File: config.mk
export PLATFORM = sky130hd
export DESIGN_NAME = mux_arb_nxw
export DESIGN_NICKNAME = d
export VERILOG_FILES = /design/src/rtl/mux_arb_nxw_pkg.sv /design/src/rtl/mux_arb_nxw_arb.sv /design/src/rtl/mux_arb_nxw.sv
export SDC_FILE = /design/constraint.sdc
export NUM_CORES = 1
export LEC_CHECK = 0
export CAP_MARGIN = 0
export CORE_ASPECT_RATIO = 1.5
export CORE_MARGIN = 5
export CORE_UTILIZATION = 25
export DETAILED_ROUTE_END_ITERATION = 16
export PLACE_DENSITY = 0.53
export SYNTH_ARGS = -nofsm -noshare
export SYNTH_HDL_FRONTEND = slang
export SYNTH_SLANG_ARGS = --single-unit
File: constraint.sdc
create_clock -name clk -period 3 [get_ports clk]
set_input_delay 0.9 -clock clk [delete_from_list [all_inputs] [get_ports clk]]
set_output_delay 0.9 -clock clk [all_outputs]
set_load 0.01 [all_outputs]
File: src/rtl/mux_arb_nxw_pkg.sv
// Shared constants for the N-channel arbitrated mux.
package mux_arb_nxw_pkg;

  localparam int MODE_MANUAL = 0;
  localparam int MODE_PRIO   = 1;
  localparam int MODE_RR     = 2;

  localparam logic [0:0] ST_EMPTY = 1'b0;
  localparam logic [0:0] ST_FULL  = 1'b1;

endpackage

File: src/rtl/mux_arb_nxw_arb.sv
// Combinational channel picker: manual, fixed-priority or round-robin.
module arb_rr_nx
  import mux_arb_nxw_pkg::*;
#(
  parameter int CHANNELS = 4,
  parameter int SEL_W    = 2
) (
  input  logic [CHANNELS-1:0] req,
  input  logic [SEL_W-1:0]    ptr,
  input  logic [1:0]          mode,
  input  logic [SEL_W-1:0]    sel,
  output logic [CHANNELS-1:0] grant,
  output logic [SEL_W-1:0]    grant_idx,
  output logic                grant_vld
);

  int idx;

  always_comb begin
    grant     = '0;
    grant_idx = '0;
    grant_vld = 1'b0;
    idx       = 0;
    case (int'(mode))
      MODE_MANUAL: begin
        // Comparing against k keeps an out-of-range sel from indexing req.
        for (int k = 0; k < CHANNELS; k++) begin
          if (!grant_vld && k == int'(sel) && req[k]) begin
            grant_vld = 1'b1;
            grant_idx = SEL_W'(k);
            grant[k]  = 1'b1;
          end
        end
      end
      MODE_PRIO: begin
        for (int k = 0; k < CHANNELS; k++) begin
          if (!grant_vld && req[k]) begin
            grant_vld = 1'b1;
            grant_idx = SEL_W'(k);
            grant[k]  = 1'b1;
          end
        end
      end
      MODE_RR: begin
        for (int k = 0; k < CHANNELS; k++) begin
          idx = int'(ptr) + k;
          if (idx >= CHANNELS) idx = idx - CHANNELS;
          if (!grant_vld && req[idx]) begin
            grant_vld   = 1'b1;
            grant_idx   = SEL_W'(idx);
            grant[idx]  = 1'b1;
          end
        end
      end
      default: ;
    endcase
  end

endmodule

File: src/rtl/mux_arb_nxw.sv
// N-channel, W-bit mux with registered output and valid/ready handshake.
module mux_arb_nxw
  import mux_arb_nxw_pkg::*;
#(
  parameter int WIDTH    = 8,
  parameter int CHANNELS = 4,
  parameter int SEL_W    = 2,
  parameter int MODE     = 2
) (
  input  logic                      clk,
  input  logic                      reset,
  input  logic [CHANNELS*WIDTH-1:0] in_data,
  input  logic [CHANNELS-1:0]       in_valid,
  output logic [CHANNELS-1:0]       in_ready,
  input  logic [SEL_W-1:0]          sel,
  output logic [WIDTH-1:0]          out_data,
  output logic [SEL_W-1:0]          out_chan,
  output logic                      out_valid,
  input  logic                      out_ready
);

  logic [0:0]          state;
  logic [SEL_W-1:0]    rr_ptr;
  logic [CHANNELS-1:0] grant;
  logic [SEL_W-1:0]    grant_idx;
  logic                grant_vld;
  logic                load_en;
  logic                take;

  arb_rr_nx #(
    .CHANNELS(CHANNELS),
    .SEL_W   (SEL_W)
  ) u_arb (
    .req      (in_valid),
    .ptr      (rr_ptr),
    .mode     (2'(MODE)),
    .sel      (sel),
    .grant    (grant),
    .grant_idx(grant_idx),
    .grant_vld(grant_vld)
  );

  assign out_valid = (state == ST_FULL);
  assign load_en   = !out_valid || out_ready;
  assign take      = load_en && grant_vld;
  assign in_ready  = take ? grant : '0;

  always_ff @(posedge clk or posedge reset) begin
    if (reset) begin
      state    <= ST_EMPTY;
      out_data <= '0;
      out_chan <= '0;
      rr_ptr   <= '0;
    end else if (take) begin
      state    <= ST_FULL;
      out_data <= in_data[int'(grant_idx)*WIDTH +: WIDTH];
      out_chan <= grant_idx;
      if (MODE == MODE_RR) begin
        rr_ptr <= (grant_idx == SEL_W'(CHANNELS-1)) ? '0
                                                    : grant_idx + 1'b1;
      end
    end else if (out_valid && out_ready) begin
      state <= ST_EMPTY;
    end
  end

endmodule

==> parameters.txt, run 1 <==
Parameter                              Value

Timing
  Worst Setup Slack, final ... -0.256 ns
  Setup TNS after final layout ... -0.856 ns
  Number of hold violations in the final report ... 0
  Fmax ... a little over 0.3 GHz
  Max Slew Vio Count ... 0
  Unrepaired setup endpoints after global routing ... true
  Final critical path time including I/O delays and setup ... approximately 3.3 ns
  Post-route clock skew ... 0.00284 ns
  Fin crit share ... 109%
  Setup violation total in the final timing report ... 4
  Worst rel slew slack ... between 60% and 70%
  Transition time at the pin with the least slew margin ... approximately 0.5 ns

Clock tree
  Clock tree from TritonCTS ... done
  Number of hold buffers added after cts ... 0
  Clock tree sinks ... 13
  Clock latency on the worst-skew pair ... 0.24 ns
  Root buf cell ... clkbuf_8
  Maximum level of the CTS H-tree ... 1
  Register clock-pin slew on the reported worst setup and hold paths ... about 0.050 ns
  Maximum buffer depth of the clock tree ... 2
  CTS Buf Count ... 3

Drt
  ANT nets after route ... 0
  DRC ... 0
  Total Wirelength ... roughly 3500 µm
  First DRT Iteration DRCs ... 45
  Vias after detailed routing ... approximately 1200
  Length of the first detailed-routing pass in iterations ... 4
  Vias per cell ... between 4 and 5
  Per-cell routed wire length ... approximately 13 µm

Die
  Vert. Die Dim ... approximately 94 µm
  Standard cell core area ... roughly 4500 µm²
  Number of core rows ... 30
  Number of ports placed on the die boundary ... 56
  Total Die Area ... 6160 µm²
  Starting utilization of the core area ... between 20% and 30%
  Floorplan die width ... between 60 and 70 µm

Global routing
  Global-route congestion overflow total ... 0
  GRT Resource Usage Total ... 12.0%
  Wire length of the first global-routing pass ... between 5000 and 6000 µm
  Antenna violations before repair ... 0
  Vias in the first global route ... between 1000 and 1500
  Maximum number of pins on one net before global-route repair ... 19

Power and ir drop
  Leak Pwr ... between 0.8 and 0.9 nW
  Pwr/cell area ... 971 nW/µm²
  Total power ... 1.97 mW
  Maximum vdd ir drop ... about 0.40 mV

Critical path
  Endpoint class of the critical path ... output pin
  Buffering stage count on the worst path with inverters included ... 3
  Required time worst endpoint ... 2.10 ns
  Most prevalent standard cell on the critical path ... nor2_1
  Path type of the worst setup path ... primary input to output pin
  Maximum fanout count along the critical path ... 5
  WP data arrival ... 2.36 ns
  Critical path's largest stage delay ... 0.55 ns
  List of cells traversed by the critical path ... buf_8 > mux4_2 > buf_6 > a22oi_2 > nor2_1 > a221oi_2 > nor2_1 > buf_2
  Critical-path top delay cell ... mux4_2
  Type of origin of the critical path ... primary input
  Top delay family on crit path ... multiplexers

Worst hold path
  Path type of the worst min-delay path ... register to register

Final layout
  Area of all placed cells without fillers ... between 2000 and 2500 µm²
  Layout Cells excl Fill ... roughly 260
  Number of fill cells in the layout ... approximately 460
  Total area of sequential cells ... ~330 µm²
  Combined area of the multi-input logic cells ... between 800 and 900 µm²
  Ant diodes ... 0
  Fraction of layout instances using a drive strength above 1 ... 29.7%
  Relative area change from synthesis to final layout ... 73.5%
  Post-layout nets ... between 200 and 250

Placement
  Post-DP HPWL ... 2830 µm
  Final weighted congestion of routability-driven global placement ... between 0.7 and 0.8
  Port Buf Inserts ... 53
  Placement Setup Slack ... -1.05 ns
  Cell area after placement ... around 1900 µm²
  Number of placed instances with taps included ... 250

Logic synthesis
  Share of synthesized cell area in full adder, half adder and majority cells ... 4.29%
  Post-synthesis async set-or-reset flop share ... 100%
  Number of cells produced by synthesis ... between 100 and 150
  Fraction of the mapped netlist area in simple logic gates ... between 10% and 20%
  Cell area after synthesis ... approximately 1200 µm²
  Number of register bits inferred by synthesis ... 13
  Synthesis Warnings ... 0
  Number of different library cells in the post-synthesis netlist ... 36
  Most frequently used flop master after synthesis ... dfrtp_1
  Post-synthesis net count ... about 170
  Multiplexer area fraction after synthesis ... 23.5%
  Area share of xor/xnor cells in the synthesized design ... 0.751%
  Mean area per synthesized cell ... 9.56 µm²
  Sequential share of the synthesized area ... 27.9%
  Count of flip-flops with a built-in enable after synthesis ... 0
  Dominant combinational cell family by area after synthesis ... multiplexers
  Share of the synthesized area in compound gates (AO/OA/AOI/OAI) ... 20.6%

Flow run
  Number of maximum-capacitance violations ... 0

Status
  Status ... complete, but fails checks
  Failing checks ... negative setup slack
[layout by cell type, fill, tap and decap left out, types with 4 or more instances in the layout]
master,count
o221ai_1,8
buf_4,23
nand2_1,16
mux2i_1,18
nor2_1,12
clkdlybuf4s50_1,45
buf_2,4
dfrtp_1,13
[Yosys cell counts, types with 2 or more instances]
master | number | area [µm²]
nand2_1 | 16 | 60.1
a22oi_1 | 4 | 30.0
mux4_2 | 2 | 45.0
buf_6 | 4 | 45.0
a221oi_1 | 4 | 35.0
a21oi_1 | 3 | 15.0
ha_1 | 4 | 50.1
mux2_2 | 2 | 22.5
mux2i_1 | 18 | 180
o21ai_1 | 2 | 10.0
nor2_1 | 13 | 48.8
o221ai_1 | 8 | 70.1
o32ai_1 | 2 | 17.5
dfrtp_1 | 13 | 325
buf_2 | 2 | 10.0
inv_1 | 5 | 18.8
[metrics by stage]
| stage | utilization, % | hold WS, ns |
|---|---|---|
| CTS | 43.7 | 0.493 |
| global route | 44.5 | 0.520 |
| detailed placement | 41.8 | 0.478 |
| global placement | 41.8 | 0.466 |
| floorplan | - | 0.515 |
| finish | 44.5 | 0.479 |
[state kept, by name, indices dropped and copies added, names as in the netlist]
register	flops
out_valid	1
out_data	8
out_chan	2
rr_ptr	2
[logic make-up (layout without fill, tap and decap cells)]
kind of cell,after synthesis,after routing
AO/OA/AOI/OAI,30,30
XOR/XNOR,1,1
adder cells (fa/ha/maj),4,4
buffers and inverters,15,88
flip-flops,13,13
multiplexers,23,23
AND/OR/NAND/NOR,36,36
[final timing paths]
kind	startpoint	end	slack, ns	depth (start not counted)
worst max register to register	rr_ptr[0]$_DFFE_PP0P_	out_data[4]$_DFFE_PP0P_	0.57	10
max in group asynchronous	reset	out_chan[1]$_DFFE_PP0P_	1.68	2
worst min-delay path	out_chan[1]$_DFFE_PP0P_	out_chan[1]$_DFFE_PP0P_	0.48	2
min in group asynchronous	reset	out_data[0]$_DFFE_PP0P_	0.98	2
worst min register to register	out_chan[1]$_DFFE_PP0P_	out_chan[1]$_DFFE_PP0P_	0.48	2
worst max-delay path	in_valid[2]	in_ready[0]	-0.26	8
[tightest hold or removal path: cells and delay by family (launching register included)]
| family | cells | cell delay, ns |
|---|---|---|
| simple gates | 2 | 0.11 |
| flops | 1 | 0.34 |
[area by class of cell]
type,instances,area share (%)
Clock buffer,4,2.23
Inverter,5,0.928
Timing Repair Buffer,79,36.7
Tap cell,64,3.96
Sequential cell,13,16.1
Multi-Input combinational cell,94,40.1
[where the power goes]
part / internal (mW) / switching, mW
registers: 0.258 / 0.0432
logic: 0.818 / 0.690
clock network: 0.0938 / 0.0619
total: 1.17 / 0.795
[layer usage]
metal  wire, µm  up-vias  global-route usage [%]  part of all wire [%]
li1           -      605                       -                     -
met1       1290      565                    12.3                    37
met2       1790       69                    21.3                    51
met3        342        7                    4.09                   9.8
met4         60        0                    5.71                   1.7
met5          0        -                       0                     0
[repair_timing]
item / 4_1_cts / 5_1_grt
pin swaps: 6 / 2
buffers inserted: 3 / 2
gates resized for setup: 47 / 6
setup endpoints to repair: 4 / 4
Note: power is estimated with default switching activity, not from simulation.
==> inputs of run 2 (changes only) <==
- CORE_UTILIZATION: 25 -> 35
- CTS_CLUSTER_SIZE: unset -> 8
- PLACE_DENSITY: 0.53 -> 0.7
==> parameters.txt, run 2 (same netlist as run 1, synthesis figures left out) <==
Parameter                              Value

Status
  Status ... complete, but fails checks
  Failing checks ... negative setup slack

Worst hold path
  Path type of the worst min-delay path ... register to register
  Hold_sp ... out_chan[1]$_DFFE_PP0P_

Timing
  Max Slew Vio Count ... 0
  Number of hold violations in the final report ... 0
  Unrepaired setup endpoints after global routing ... true
  Fmax ... roughly 0.30 GHz
  Fin crit share ... 110%
  Worst rel slew slack ... around two thirds
  Setup violation total in the final timing report ... 4
  Transition time at the pin with the least slew margin ... about 0.52 ns
  Post-route clock skew ... approximately 0.0034 ns
  Final hold slack ... between 0.4 and 0.5 ns
  Worst Setup Slack, final ... -0.299 ns
  Final critical path time including I/O delays and setup ... ~3.3 ns

Critical path
  Setup slack of the worst register-to-register path ... about 0.29 ns
  R2R Path End ... out_data[5]$_DFFE_PP0P_
  WP data arrival ... roughly 2.4 ns
  CP startpoint ... in_valid[2]
  Maximum fanout count along the critical path ... 4
  Depth of the worst register-to-register path ... 13
  Type of origin of the critical path ... primary input
  Required time worst endpoint ... 2.10 ns
  Worst reg2reg startpoint ... rr_ptr[0]$_DFFE_PP0P_
  Path type of the worst setup path ... primary input to output pin
  Endpoint class of the critical path ... output pin
  Critical Path End ... in_ready[2]

Clock tree
  Number of hold buffers added after cts ... 0
  Maximum level of the CTS H-tree ... 1
  Root buf cell ... clkbuf_8
  Clock tree from TritonCTS ... done
  CTS Buf Count ... 3
  Clock latency on the worst-skew pair ... between 0.2 and 0.25 ns
  Clock tree sinks ... 13
  Maximum buffer depth of the clock tree ... 2
  Register clock-pin slew on the reported worst setup and hold paths ... roughly 0.050 ns

Flow run
  Number of maximum-capacitance violations ... 0

Final layout
  Register with the most flip-flops ... out_data
  Number of flip-flops in the largest register ... 8
  Fraction of layout instances using a drive strength above 1 ... between 30% and 40%
  Registers with the most flip-flops ... out_data: 8 flops, out_chan: 2 flops, rr_ptr: 2 flops
  Relative area change from synthesis to final layout ... 74.1%
  Ant diodes ... 0
  Commonest non-fill, non-tap cell in the layout ... clkdlybuf4s50_1
  Post-layout nets ... 246
  Area of all placed cells without fillers ... just over 2000 µm²
  Most used cells in the layout excluding fill and tap cells ... 45 x clkdlybuf4s50_1, 26 x buf_4, 18 x mux2i_1

Global routing
  Maximum number of pins on one net before global-route repair ... 20
  Antenna violations before repair ... 0
  Vias in the first global route ... 1366
  Global-route congestion overflow total ... 0
  GRT Resource Usage Total ... 15.4%
  Wire length of the first global-routing pass ... 5740 µm

Drt
  Total Wirelength ... between 3000 and 4000 µm
  Vias after detailed routing ... 1280
  Per-cell routed wire length ... ~15 µm
  DRC ... 0
  ANT nets after route ... 0
  First DRT Iteration DRCs ... 29
  Vias per cell ... roughly 5.3
  Length of the first detailed-routing pass in iterations ... 4

Die
  Vert. Die Dim ... 80.7 µm
  Starting utilization of the core area ... between 30% and 40%
  Number of core rows ... 25
  Standard cell core area ... 3190 µm²
  Number of ports placed on the die boundary ... 56
  Floorplan die width ... around 57 µm
  Total Die Area ... about 4600 µm²

Placement
  Port Buf Inserts ... between 50 and 60
  Post-DP HPWL ... between 2000 and 3000 µm
  Cell area after placement ... between 1500 and 2000 µm²
  Final weighted congestion of routability-driven global placement ... 0.832

Power and ir drop
  Pwr/cell area ... about 1000 nW/µm²
  Leak Pwr ... ~0.9 nW
  Maximum vdd ir drop ... 0.823 mV
-- run 2: cell count changes in the layout (fill, tap and decap cells not counted) --
cell / delta
a22oi_2: -1
o41ai_2: +1
a221oi_2: -1
a221oi_1: +1
or3_4: +1
o41ai_4: -1
buf_8: -2
buf_4: +3
buf_12: +2
buf_6: +2
a22oi_1: +1
or3_1: -1
-- run 2: per-layer routing --
| layer | vias to the layer above | track usage (%) | part of all wire (%) |
|---|---|---|---|
| met5 | - | 0 | 0 |
| met2 | 63 | 28.3 | 52 |
| met4 | 0 | 6.50 | 2.6 |
| li1 | 610 | - | - |
| met3 | 10 | 4.66 | 7.4 |
| met1 | 597 | 15.7 | 38 |
-- run 2: how the worst min path moves through the flow --
stage                               to  cells after the start  slack, ns
3_3_place_gp   out_chan[1]$_DFFE_PP0P_                      2       0.47
3_5_place_dp   out_data[6]$_DFFE_PP0P_                      2       0.47
6_report       out_chan[1]$_DFFE_PP0P_                      2       0.48
4_1_cts        out_data[6]$_DFFE_PP0P_                      2       0.49
5_1_grt        out_data[6]$_DFFE_PP0P_                      2       0.51
2_1_floorplan  out_chan[1]$_DFFE_PP0P_                      2       0.52
-- run 2: layout make-up --
class                   instances  area (µm²)
well taps                      40        50.0
flip-flops and latches         13         325
clock buffers                   4        45.0
repair buffers                 84         797
inverters                       5        18.8
multi-input cells              94         795
fillers                       293        1160
-- run 2: critical path: stages --
cell and delay, ns:
buf_8 0.10, mux4_2 0.52, buf_6 0.15, a22oi_1 0.17, nor2_1 0.08, a221oi_1 0.26
nor2_1 0.07, buf_2 0.14
-- run 2: what timing repair did --
item	in CTS	in global routing
setup endpoints to repair	15	12
gates resized for setup	52	7
setup buffers	10	3
pin swaps	7	2
hold endpoints to repair	0	0
-- run 2: through the flow --
| step | TNS [ns] | power [mW] | instances | worst slack [ns] | utilization, % |
|---|---|---|---|---|---|
| 6_report | -1.12 | 2.05 | 240 | -0.299 | 63.6 |
| 3_3_place_gp | -10.30 | 1.58 | 223 | -1.04 | 57.1 |
| 5_1_grt | -1.41 | 2.18 | 240 | -0.367 | 63.6 |
| 2_1_floorplan | -0.162 | 1.24 | 122 | -0.0404 | - |
| 4_1_cts | -1.07 | 1.93 | 237 | -0.297 | 61.7 |
| 3_5_place_dp | -11.32 | 1.63 | 223 | -1.15 | 57.1 |
-- run 2: power breakdown --
part / total [mW] / internal (mW) / switching (mW)
registers: 0.305 / 0.259 / 0.0462
clock network: 0.149 / 0.0933 / 0.0555
logic: 1.59 / 0.872 / 0.719
total: 2.05 / 1.22 / 0.821
